`src/rtl/seq_magnitude_comparator.sv`:
```
// Multi-cycle magnitude comparator.
// Walks the operands SLICE bits per clock from the MSB down and produces a
// one-hot less/equal/greater result. Signed operands are converted to
// offset binary at capture, so a single unsigned slice compare serves both
// modes. The result is held until the edge that enters DONE on the next
// operation.
module seq_magnitude_comparator #(
  parameter int WIDTH      = 16,
  parameter int SLICE      = 4,
  parameter int EARLY_EXIT = 1
) (
  input  logic             clk,
  input  logic             rstN,
  input  logic             start,
  input  logic             signedMode,
  input  logic [WIDTH-1:0] inputP,
  input  logic [WIDTH-1:0] inputQ,
  output logic             busy,
  output logic             done,
  output logic             pLessThanQ,
  output logic             pEqualToQ,
  output logic             pGreaterThanQ
);

  localparam int N    = WIDTH / SLICE;
  localparam int IDXW = (N > 1) ? $clog2(N) : 1;
  // Inverting the sign bit maps two's complement onto offset binary.
  localparam logic [WIDTH-1:0] SIGN_FLIP = {1'b1, {(WIDTH-1){1'b0}}};

  typedef enum logic [1:0] {
    IDLE,
    COMPARE,
    DONE
  } state_t;

  state_t            state;
  logic [WIDTH-1:0]  pReg;
  logic [WIDTH-1:0]  qReg;
  logic [IDXW-1:0]   index;
  logic              decided;
  logic              decLt;
  logic              decGt;

  logic [SLICE-1:0]  pSlices [N];
  logic [SLICE-1:0]  qSlices [N];
  logic [SLICE-1:0]  pCur;
  logic [SLICE-1:0]  qCur;
  logic              sliceLt;
  logic              sliceGt;
  logic              finalLt;
  logic              finalGt;
  logic              finishNow;
  logic              resLt;
  logic              resGt;

  // Split the captured operands into slices so the walk is a plain array select.
  genvar gi;
  generate
    for (gi = 0; gi < N; gi++) begin : gSlice
      assign pSlices[gi] = pReg[gi*SLICE +: SLICE];
      assign qSlices[gi] = qReg[gi*SLICE +: SLICE];
    end
  endgenerate

  // Compare the current slice and decide whether this edge finishes the operation.
  always_comb begin
    pCur    = pSlices[index];
    qCur    = qSlices[index];
    sliceLt = (pCur < qCur);
    sliceGt = (pCur > qCur);
    // The first (most significant) difference wins over later slices.
    finalLt = decided ? decLt : sliceLt;
    finalGt = decided ? decGt : sliceGt;
    if (EARLY_EXIT != 0) begin
      finishNow = sliceLt | sliceGt | (index == '0);
      resLt     = sliceLt;
      resGt     = sliceGt;
    end else begin
      finishNow = (index == '0);
      resLt     = finalLt;
      resGt     = finalGt;
    end
  end

  // Control FSM with registered handshake and result outputs.
  always_ff @(posedge clk or negedge rstN) begin
    if (!rstN) begin
      state         <= IDLE;
      pReg          <= '0;
      qReg          <= '0;
      index         <= '0;
      decided       <= 1'b0;
      decLt         <= 1'b0;
      decGt         <= 1'b0;
      busy          <= 1'b0;
      done          <= 1'b0;
      pLessThanQ    <= 1'b0;
      pEqualToQ     <= 1'b0;
      pGreaterThanQ <= 1'b0;
    end else begin
      done <= 1'b0;
      case (state)
        IDLE, DONE: begin
          if (start) begin
            pReg    <= signedMode ? (inputP ^ SIGN_FLIP) : inputP;
            qReg    <= signedMode ? (inputQ ^ SIGN_FLIP) : inputQ;
            index   <= IDXW'(N - 1);
            decided <= 1'b0;
            decLt   <= 1'b0;
            decGt   <= 1'b0;
            busy    <= 1'b1;
            state   <= COMPARE;
          end else begin
            state   <= IDLE;
          end
        end
        COMPARE: begin
          if (finishNow) begin
            pLessThanQ    <= resLt;
            pGreaterThanQ <= resGt;
            pEqualToQ     <= ~(resLt | resGt);
            busy          <= 1'b0;
            done          <= 1'b1;
            state         <= DONE;
          end else begin
            index   <= index - 1'b1;
            decided <= decided | sliceLt | sliceGt;
            decLt   <= finalLt;
            decGt   <= finalGt;
          end
        end
        default: state <= IDLE;
      endcase
    end
  end

endmodule

```
`config.mk`:
```
export PLATFORM = sky130hd
export DESIGN_NAME = seq_magnitude_comparator
export DESIGN_NICKNAME = d
export VERILOG_FILES = /design/src/rtl/seq_magnitude_comparator.sv
export SDC_FILE = /design/constraint.sdc
export NUM_CORES = 1
export LEC_CHECK = 0
export CORE_UTILIZATION = 54
export DETAILED_ROUTE_END_ITERATION = 16
export HOLD_SLACK_MARGIN = 0.03
export PLACE_DENSITY = 0.86
export SLEW_MARGIN = 0
export SYNTH_ARGS = -nofsm -noshare
export SYNTH_HDL_FRONTEND = slang
export SYNTH_SLANG_ARGS = --single-unit
```
`constraint.sdc`:
```
create_clock -name clk -period 5.7 [get_ports clk]
set_input_delay 1.14 -clock clk [delete_from_list [all_inputs] [get_ports clk]]
set_output_delay 1.14 -clock clk [all_outputs]
set_load 0.05 [all_outputs]
```
After elaboration in Yosys (flattened, before gate mapping)
Index checks and enable logic that the tools add are counted.
- $add $sub $neg: 1
- order comparisons: 3
- equality and inequality tests: 5
- mux-type cells: 19
- bitwise logic cells: 6
- reductions and logical operators: 8
- operators by type and width (cell ; count):
    2-to-1 mux 16 bit ; 2
    binary-select mux 4 bit (select 2 bit) ; 2
    2-to-1 mux 4 bit ; 4
    case mux 2 bit (2 select lines) ; 2
    2-to-1 mux 2 bit ; 3
    inequality test 2 bit (second input constant) ; 3
    AND reduction 3 bit ; 2
    2-to-1 mux 1 bit ; 5
    greater-than comparator 4 bit ; 1
    logical NOT 2 bit ; 2
    less-than comparator 4 bit ; 1
    AND reduction 2 bit ; 2
    >= comparator 3 bit (second input constant) ; 1
    inverter 1 bit ; 3
    inverter 2 -> 3 bit ; 1
    == test 2 x 1 -> 1 bit (second input constant) ; 1
    == test 2 bit (second input constant) ; 1
    bitwise OR 1 bit ; 2
    case mux 1 bit (2 select lines) ; 1
    nonzero test 2 bit ; 1
    OR reduction 2 bit ; 1
    subtractor 2 x 1 -> 2 bit (second input constant) ; 1
- bits in registers: 41
- input port bits: 36
- output and inout bits: 5
- logic and storage cells: 51

Logic depth before layout (Yosys ltp)
Gate-level depths: netlist of the first run.
- depth after elaboration: 9
- mapped depth: 8
- mapped depth without buffers: 7

Worst setup path after synthesis of the first run
No wires, ideal clock.
- kind: reg2reg
- start: reg index[0]
- end: reg index[0]
- setup time: 0.079 ns
- arrival: 2.055 ns
- data required time: 5.621 ns
- slack: 3.566 ns
- cell stages (with the launch flop): 8
- path buffers: 1
- clock period less this slack: 2.134 ns
- path through: dfrtp_1 -> buf_6 -> mux4_2 -> ha_1 -> nand4_2 -> or2_4 -> nor3_4 -> mux2i_1
- word-level cells in the longest chain between the ends: 9
- elaborated cells on any way between the ends: 17
- those cells by class: add/sub (1); order compare (2); eq/ne (1); mux (8); bitwise (3); reduce/logical (2)
- ends and longest elaborated chain (element ; RTL line ; text):
    start: declaration ; 39 ; logic [IDXW-1:0] index;
    start signal: assignment ; 107 ; index <= IDXW'(N - 1);
    start signal: assignment ; 126 ; index <= index - 1'b1;
    inverter 2 -> 3 bit (implied by the code) ; 67, 68 ;
    binary-select mux 4 bit (select 2 bit), on equally long branches ; 67, 68 ;
    2-to-1 mux 4 bit, on equally long branches (2 in series) ; 67, 68 ;
    less-than comparator 4 bit / greater-than comparator 4 bit (equally long branches) ; 69, 70 ;
    bitwise OR 1 bit (2 in series) ; 75 ; finishNow = sliceLt | sliceGt | (index == '0);
    inequality test 2 bit (no source line) ; - ;
    AND reduction 3 bit (no source line) ; - ;
Parallel ways exist; a longest one is shown, timed or not. The select of a mux whose other input is x is not followed.
A chain may end at the register's enable or synchronous reset.

Final worst setup path of the first run
- start: reg pGreaterThanQ
- end: out pGreaterThanQ
- RTL lines (element ; RTL line ; text):
    start: declaration ; 22 ; output logic pGreaterThanQ
    start signal: assignment ; 120 ; pGreaterThanQ <= resGt;
No word-level cell between the ends.

==> flow_summary.yaml, run 1 <==
clock_tree:
  clk_pin_slew_ns: 0.11
  cts_max_path_buffers: 2
  tritoncts_num_sinks: 41
  clkLatencyLatePin_ns: 0.33
  post-cts-setup-buffer-count: 0
  h-tree-depth: 2
  cts_root_buf: "sky130_fd_sc_hd__clkbuf_4"
  clock_tree_from_tritoncts: "done"
  post_cts_hold_fix_bufs: 0
  ctsResizeCount: 0
  tritoncts.num_buffers: 5
floorplan:
  die_y_um: 61.8
  pin_count: 41
  floorplan.core_area_um2: 3390
  num_rows: 21
  floorplan.die_area_um2: 3810
  start_util: 0.569
  width_of_the_chip_um: 61.8
timing:
  fin_ws_ns: 3.04
  worst_hold_slack_ns: 0.496
  final-max-slew-violation-count: 0
  clock.fmax_ghz: 0.376
  fin_tns_setup_ns: 0
  rsz0062_at_grt: "no"
  report.final.hold_viol_count: 0
  post-route-period-util: 0.467
  period_minus_slack_ns: 2.66
  maxSlewHeadroom: 0.379
  tightest_slew_ns: 0.929
  clock_skew_after_layout_ns: 0.00840
  final-setup-viol-count: 0
worst_setup_path:
  cp_num_cells: 1
  crit_path_start: "pGreaterThanQ"
  critical_path.max_stage_delay_ns: 0.80
  cpLargestDelayFamily: "buffers and inverters"
  cp-end-kind: "output port"
  worstReg2RegEnd: "index[0]"
  critical_path_arrival_ns: 1.52
  worstSetupPathType: "register to output port"
  setup.reg_to_reg.worst_slack_ns: 3.16
  cp_num_buf_inv: 1
  crit_fanout: 3
  crit_required_ns: 4.56
  crit_end: "pGreaterThanQ"
  ff2ff_path_depth: 6
  slowest_stage: "sky130_fd_sc_hd__clkdlybuf4s50_1"
  startpoint_of_the_worst_register_to_register_path: "index[0]"
  worst_setup_path_start_kind: "register"
  series_of_cell_instances_along_the_critical_path: "clkdlybuf4s50_1"
final_layout:
  final_cell_mix: "sky130_fd_sc_hd__dfrtp_1 (41), sky130_fd_sc_hd__clkdlybuf4s50_1 (39), sky130_fd_sc_hd__mux2_2 (18)"
  post_route_cells_drive_above_1_share: 0.229
  final_common_cell: "sky130_fd_sc_hd__dfrtp_1"
  antenna_cells: 0
  areaGrowthSynthToFinish_pct: 23.4
  nNetsFinal: 211
  final_util: 0.702
global_routing:
  grt.overflow.total: 0
  grt_first_pass_wirelength_um: 5090
  largest_net_degree_at_the_start_of_global_routing: 42
  antenna_found_initial: 0
  first_global_vias: 1143
  grt_use_total: 0.191
routing:
  avgRoutedWirePerCell_um: 14.3
  antenna_left: 0
  routed_via_density: 5.26
  post_route_drc: 0
  detailedRoute.firstIterationViolations: 66
  drt_pre_antenna_iters: 4
  wirelength_um: 3090
  num_vias: 1136
synthesis:
  postSynthNetCount: 170
  synth_top_area_share: 0.532
  postSynthCellCount: 129
  synth_seq_cells: 41
  syn_area_um2: 1930
  synth.largest_area_cell: "sky130_fd_sc_hd__dfrtp_1"
  synth.avg_cell_area_um2: 14.9
  sequential_element_share_of_the_synthesized_area: 0.532
  synth.top_cells.by_area: "sky130_fd_sc_hd__dfrtp_1 (53%), sky130_fd_sc_hd__mux2_2 (11%), sky130_fd_sc_hd__mux4_2 (9.3%)"
  synth.yosys.warnings: 0
  synthDistinctLibCells: 31
worst_hold_path:
  min_path_type: "register to register"
  min-delay-start: "qReg[8]"
placement:
  pre_cts_ws_ns: 2.74
  place.gp.congestion: 0.711
  portBuffers: 40
  post_detail_place_hpwl_um: 2290
pwr:
  design_power_total_w: 0.00102
  power.density_cell_area_nw_per_um2: 429
  cellLeakagePower_nw: 1.02
  peakVddDrop_uv: 182
run_status:
  outcome: "completed"
run:
  timing.max_cap.violations: 0
flip-flops by register name, indices dropped and copies added (netlist names):
name,flops
pEqualToQ,1
qReg,16
busy,1
pReg,16
index,2
pGreaterThanQ,1
done,1
pLessThanQ,1
state,2
final cells by class:
type                       instances  area, µm²
fill                             227       1010
inverter                           8       30.0
clock buffer                       7       55.1
timing repair buffer              40        395
multi-input combinational         74        816
sequential                        41       1030
tap                               46       57.6
stage by stage:
stage                     instance area, µm²  std cells
final                                   2380        216
after global routing                    2380        216
after CTS                               2380        216
after detailed placement                2320        209
after global placement                  2320        209
after floorplan                         1930        129
cell usage after synthesis:
cell type,number
sky130_fd_sc_hd__dfrtp_1,41
sky130_fd_sc_hd__mux2_2,18
sky130_fd_sc_hd__mux2_1,12
sky130_fd_sc_hd__inv_1,8
sky130_fd_sc_hd__mux4_2,8
sky130_fd_sc_hd__a21oi_1,5
sky130_fd_sc_hd__ha_1,5
sky130_fd_sc_hd__nor2_1,4
sky130_fd_sc_hd__a21o_1,2
sky130_fd_sc_hd__buf_6,2
sky130_fd_sc_hd__mux2i_1,2
sky130_fd_sc_hd__nor2b_1,2
sky130_fd_sc_hd__xnor2_1,2
sky130_fd_sc_hd__a22oi_1,1
sky130_fd_sc_hd__a32o_1,1
sky130_fd_sc_hd__and2b_1,1
sky130_fd_sc_hd__buf_2,1
sky130_fd_sc_hd__buf_4,1
sky130_fd_sc_hd__buf_8,1
sky130_fd_sc_hd__clkbuf_8,1
sky130_fd_sc_hd__nand2_1,1
sky130_fd_sc_hd__nand2b_1,1
sky130_fd_sc_hd__nand4_2,1
sky130_fd_sc_hd__nor3_4,1
sky130_fd_sc_hd__nor4b_2,1
sky130_fd_sc_hd__o211ai_1,1
sky130_fd_sc_hd__o21ai_0,1
sky130_fd_sc_hd__o21ai_2,1
sky130_fd_sc_hd__or2_1,1
sky130_fd_sc_hd__or2_4,1
sky130_fd_sc_hd__or2b_1,1
report_power, final:
group	total (W)	leakage (nW)	switching [W]	internal [W]
registers	0.000446	0.475	0.0000630	0.000383
logic	0.000433	0.515	0.000198	0.000235
clock network	0.000143	0.0314	0.0000848	0.0000583
total	0.00102	1.02	0.000345	0.000677
kinds of logic (layout without fill, tap and decap cells):
family	after synthesis	after routing	share of synthesized area
AO/OA/AOI/OAI	12	12	0.0409
XOR/XNOR	2	2	0.00909
adder cells (fa/ha/maj)	5	5	0.0324
buffers and inverters	14	55	0.0487
flip-flops	41	41	0.532
multiplexers	40	40	0.279
AND/OR/NAND/NOR	15	15	0.0578
metal layers:
| layer | GRT usage | share of wire | up-vias |
|---|---|---|---|
| met5 | 0 | 0 | - |
| met3 | 0.0559 | 0.043 | 2 |
| li1 | - | - | 537 |
| met2 | 0.321 | 0.52 | 35 |
| met4 | 0.0667 | 0.0052 | 0 |
| met1 | 0.236 | 0.43 | 562 |
how the worst min path moves through the flow:
| stage | slack, ns | endpoint | depth (start not counted) |
|---|---|---|---|
| after floorplan | 0.45 | qReg[10] | 1 |
| after global placement | 0.46 | busy | 1 |
| after detailed placement | 0.47 | qReg[8] | 1 |
| after CTS | 0.50 | qReg[8] | 1 |
| after global routing | 0.51 | qReg[8] | 1 |
| final | 0.50 | qReg[8] | 1 |
Power figures use the tool's default switching activity.
==> run 2: changes to the inputs <==
--- a/config.mk
+++ b/config.mk
@@ -5,10 +5,10 @@
 export SDC_FILE = /design/constraint.sdc
 export NUM_CORES = 1
 export LEC_CHECK = 0
-export CORE_UTILIZATION = 54
+export CORE_UTILIZATION = 45
 export DETAILED_ROUTE_END_ITERATION = 16
 export HOLD_SLACK_MARGIN = 0.03
-export PLACE_DENSITY = 0.86
+export PLACE_DENSITY = 0.77
 export SLEW_MARGIN = 0
 export SYNTH_ARGS = -nofsm -noshare
 export SYNTH_HDL_FRONTEND = slang
==> constraint.sdc (replaced) <==
create_clock -name clk -period 2.2 [get_ports clk]
set_input_delay 0.44 -clock clk [delete_from_list [all_inputs] [get_ports clk]]
set_output_delay 0.44 -clock clk [all_outputs]
set_load 0.05 [all_outputs]
==> run 2 against run 1 <==
  * The flow now finishes with violations (setup timing)
  * Critical path type is now register to register
  * Cell area up 8.0%
  * Count of clock-buffer cells in the layout unchanged
  * Sequential power rose to 2.5 times the previous value
  * Total power rose to 3.1 times the previous value
  * Clock power rose to 4.3 times the previous value
  * First-iteration DRC count down 9.1%
  * Routed wire length up 11%
  * Core utilization down 6.9 points
  * Critical endpoint is now index[0]
  * Highest routed layer unchanged
  * Critical path depth up 6
  * Worst setup slack worse by 3.0 ns
  * Largest power group is now combinational cells
  * Global-route usage down 1.6 points
==> flow_summary.yaml, run 2 (same netlist as run 1, synthesis figures left out) <==
placement:
  postPlaceCellArea_um2: 2360
  post_detail_place_hpwl_um: 2510
  placedCellCount: 216
  portBuffers: 40
  place.gp.congestion: 0.746
timing:
  final-max-slew-violation-count: 0
  rsz0062_at_grt: "yes"
  tightest_slew_ns: 0.879
  period_minus_slack_ns: 2.20
  report.final.hold_viol_count: 0
  post-route-period-util: 1.00
  fin_ws_ns: -0.00272
  clock_skew_after_layout_ns: 0.00713
  final-setup-viol-count: 1
  maxSlewHeadroom: 0.414
  clock.fmax_ghz: 0.454
clock_tree:
  cts_max_path_buffers: 2
  tritoncts_num_sinks: 41
  h-tree-depth: 2
  post_cts_hold_fix_bufs: 0
  clkLatencyLatePin_ns: 0.29
  cts_root_buf: "sky130_fd_sc_hd__clkbuf_8"
  clk_pin_slew_ns: 0.08
  tritoncts.num_buffers: 5
  clock_tree_from_tritoncts: "done"
global_routing:
  grt_busiest_layer: "met2"
  grtUsageMet1: 0.216
  first_global_vias: 1205
  grt_first_pass_wirelength_um: 5660
  grt_use_total: 0.175
  grt.overflow.total: 0
  largest_net_degree_at_the_start_of_global_routing: 42
  groute.layer.met2.usage: 0.286
  antenna_found_initial: 0
  groute.layer.met3.usage: 0.0355
floorplan:
  num_rows: 23
  die_y_um: 67.5
  start_util: 0.475
  floorplan.core_area_um2: 4060
  floorplan.die_area_um2: 4550
  width_of_the_chip_um: 67.5
  pin_count: 41
worst_setup_path:
  worstReg2RegEnd: "index[0]"
  critical_path_arrival_ns: 2.42
  crit_fanout: 7
  slowest_stage: "sky130_fd_sc_hd__mux4_2"
  setup.reg_to_reg.worst_slack_ns: -0.003
  critical_path.max_stage_delay_ns: 0.54
  series_of_cell_instances_along_the_critical_path: "buf_6 > mux4_2 > ha_4 > nand4_4 > or2_4 > nor3_4 > mux2i_1"
  startpoint_of_the_worst_register_to_register_path: "index[0]"
  crit_required_ns: 2.42
  ff2ff_path_depth: 7
  worstSetupPathType: "register to register"
  cp-end-kind: "register"
  worst_setup_path_start_kind: "register"
pwr:
  internal-power_w: 0.00218
  comb_power_share: 0.457
  netSwitchingPower_w: 0.00103
  peakVddDrop_uv: 567
  power.density_cell_area_nw_per_um2: 1250
  clock_power_share: 0.190
  pwr-share-seq: 0.353
  cellLeakagePower_nw: 1.08
  sw_frac_of_total: 0.321
routing:
  num_vias: 1157
  wirelength_um: 3440
  routed_via_density: 5.10
  antenna_left: 0
  avgRoutedWirePerCell_um: 15.1
  post_route_drc: 0
  drt_pre_antenna_iters: 4
  detailedRoute.firstIterationViolations: 60
run:
  timing.max_cap.violations: 0
final_layout:
  final_cell_mix: "sky130_fd_sc_hd__dfrtp_1 (41), sky130_fd_sc_hd__clkdlybuf4s50_1 (39), sky130_fd_sc_hd__mux2_2 (18)"
  final_common_cell: "sky130_fd_sc_hd__dfrtp_1"
  nNetsFinal: 217
  reg_top3: "pReg (16), qReg (16)"
  instances_no_fill: 227
  post_route_cells_drive_above_1_share: 0.288
  post-route-cell-area_um2: 2570
  antenna_cells: 0
  areaGrowthSynthToFinish_pct: 33.3
  nFillCells: 286
run_status:
  outcome: "finished with violations"
  violations: "setup timing"
worst_hold_path:
  min_path_type: "primary input to async pin"
## run 2: changes by cell type in the layout (fill, tap and decap cells not counted), sizes merged
cell    change
buf         +6
bufinv      +1
## run 2: repair_timing
| item | CTS | global route |
|---|---|---|
| buffers inserted | 2 | 1 |
| resized for setup | 6 | 2 |
| setup endpoints to repair | 2 | 4 |
## run 2: worst max-delay path by stage
stage	start	to	slack (ns)	depth (start not counted)
finish	index[0]	index[0]	-0.003	7
global route	index[0]	index[0]	-0.09	7
CTS	index[0]	index[0]	-0.01	7
detailed placement	index[0]	index[0]	-0.03	7
global placement	index[0]	index[0]	0.05	7
floorplan	index[0]	index[0]	0.07	7
## run 2: through the flow
step | total power (W) | utilization | setup slack [ns] | TNS [ns] | hold WS [ns]
2_1_floorplan | 0.00203 | - | 0.0657 | 0 | 0.144
3_3_place_gp | 0.00230 | 0.583 | 0.0508 | 0 | 0.461
3_5_place_dp | 0.00236 | 0.583 | -0.0298 | -0.0573 | 0.474
4_1_cts | 0.00317 | 0.628 | -0.0124 | -0.0214 | 0.295
5_1_grt | 0.00341 | 0.633 | -0.0929 | -0.199 | 0.337
6_report | 0.00321 | 0.633 | -0.00272 | -0.00272 | 0.259
## run 2: final cells by class
type	count	area, µm²	area share
Sequential cell	41	1030	0.399
Multi-Input combinational cell	74	875	0.340
Timing Repair Buffer	46	460	0.179
Clock buffer	7	86.3	0.0336
Tap cell	50	62.6	0.0243
Clock inverter	1	30.0	0.0117
Inverter	8	30.0	0.0117
## run 2: power groups by stage
stage | sequential (W) | combinational [W] | clock (W)
finish | 0.00113 | 0.00146 | 0.000610
global route | 0.00117 | 0.00159 | 0.000661
CTS | 0.00114 | 0.00141 | 0.000625
detailed placement | 0.00115 | 0.00122 | 0
global placement | 0.00114 | 0.00116 | 0
floorplan | 0.00122 | 0.000809 | 0
## run 2: layer usage
layer | vias to the layer above | wire length, µm
li1 | 553 | -
met1 | 576 | 1420
met4 | 0 | 81
met3 | 7 | 99
met2 | 21 | 1830
met5 | - | 0
## run 2: critical path, delay by kind of cell, from the launching register on
| family | cells | cell delay (ns) |
|---|---|---|
| DFF | 1 | 0.38 |
| muxes | 2 | 0.75 |
| and+or+nand+nor | 3 | 0.54 |
| buffers and inverters | 1 | 0.15 |
| adders and majority gates | 1 | 0.30 |
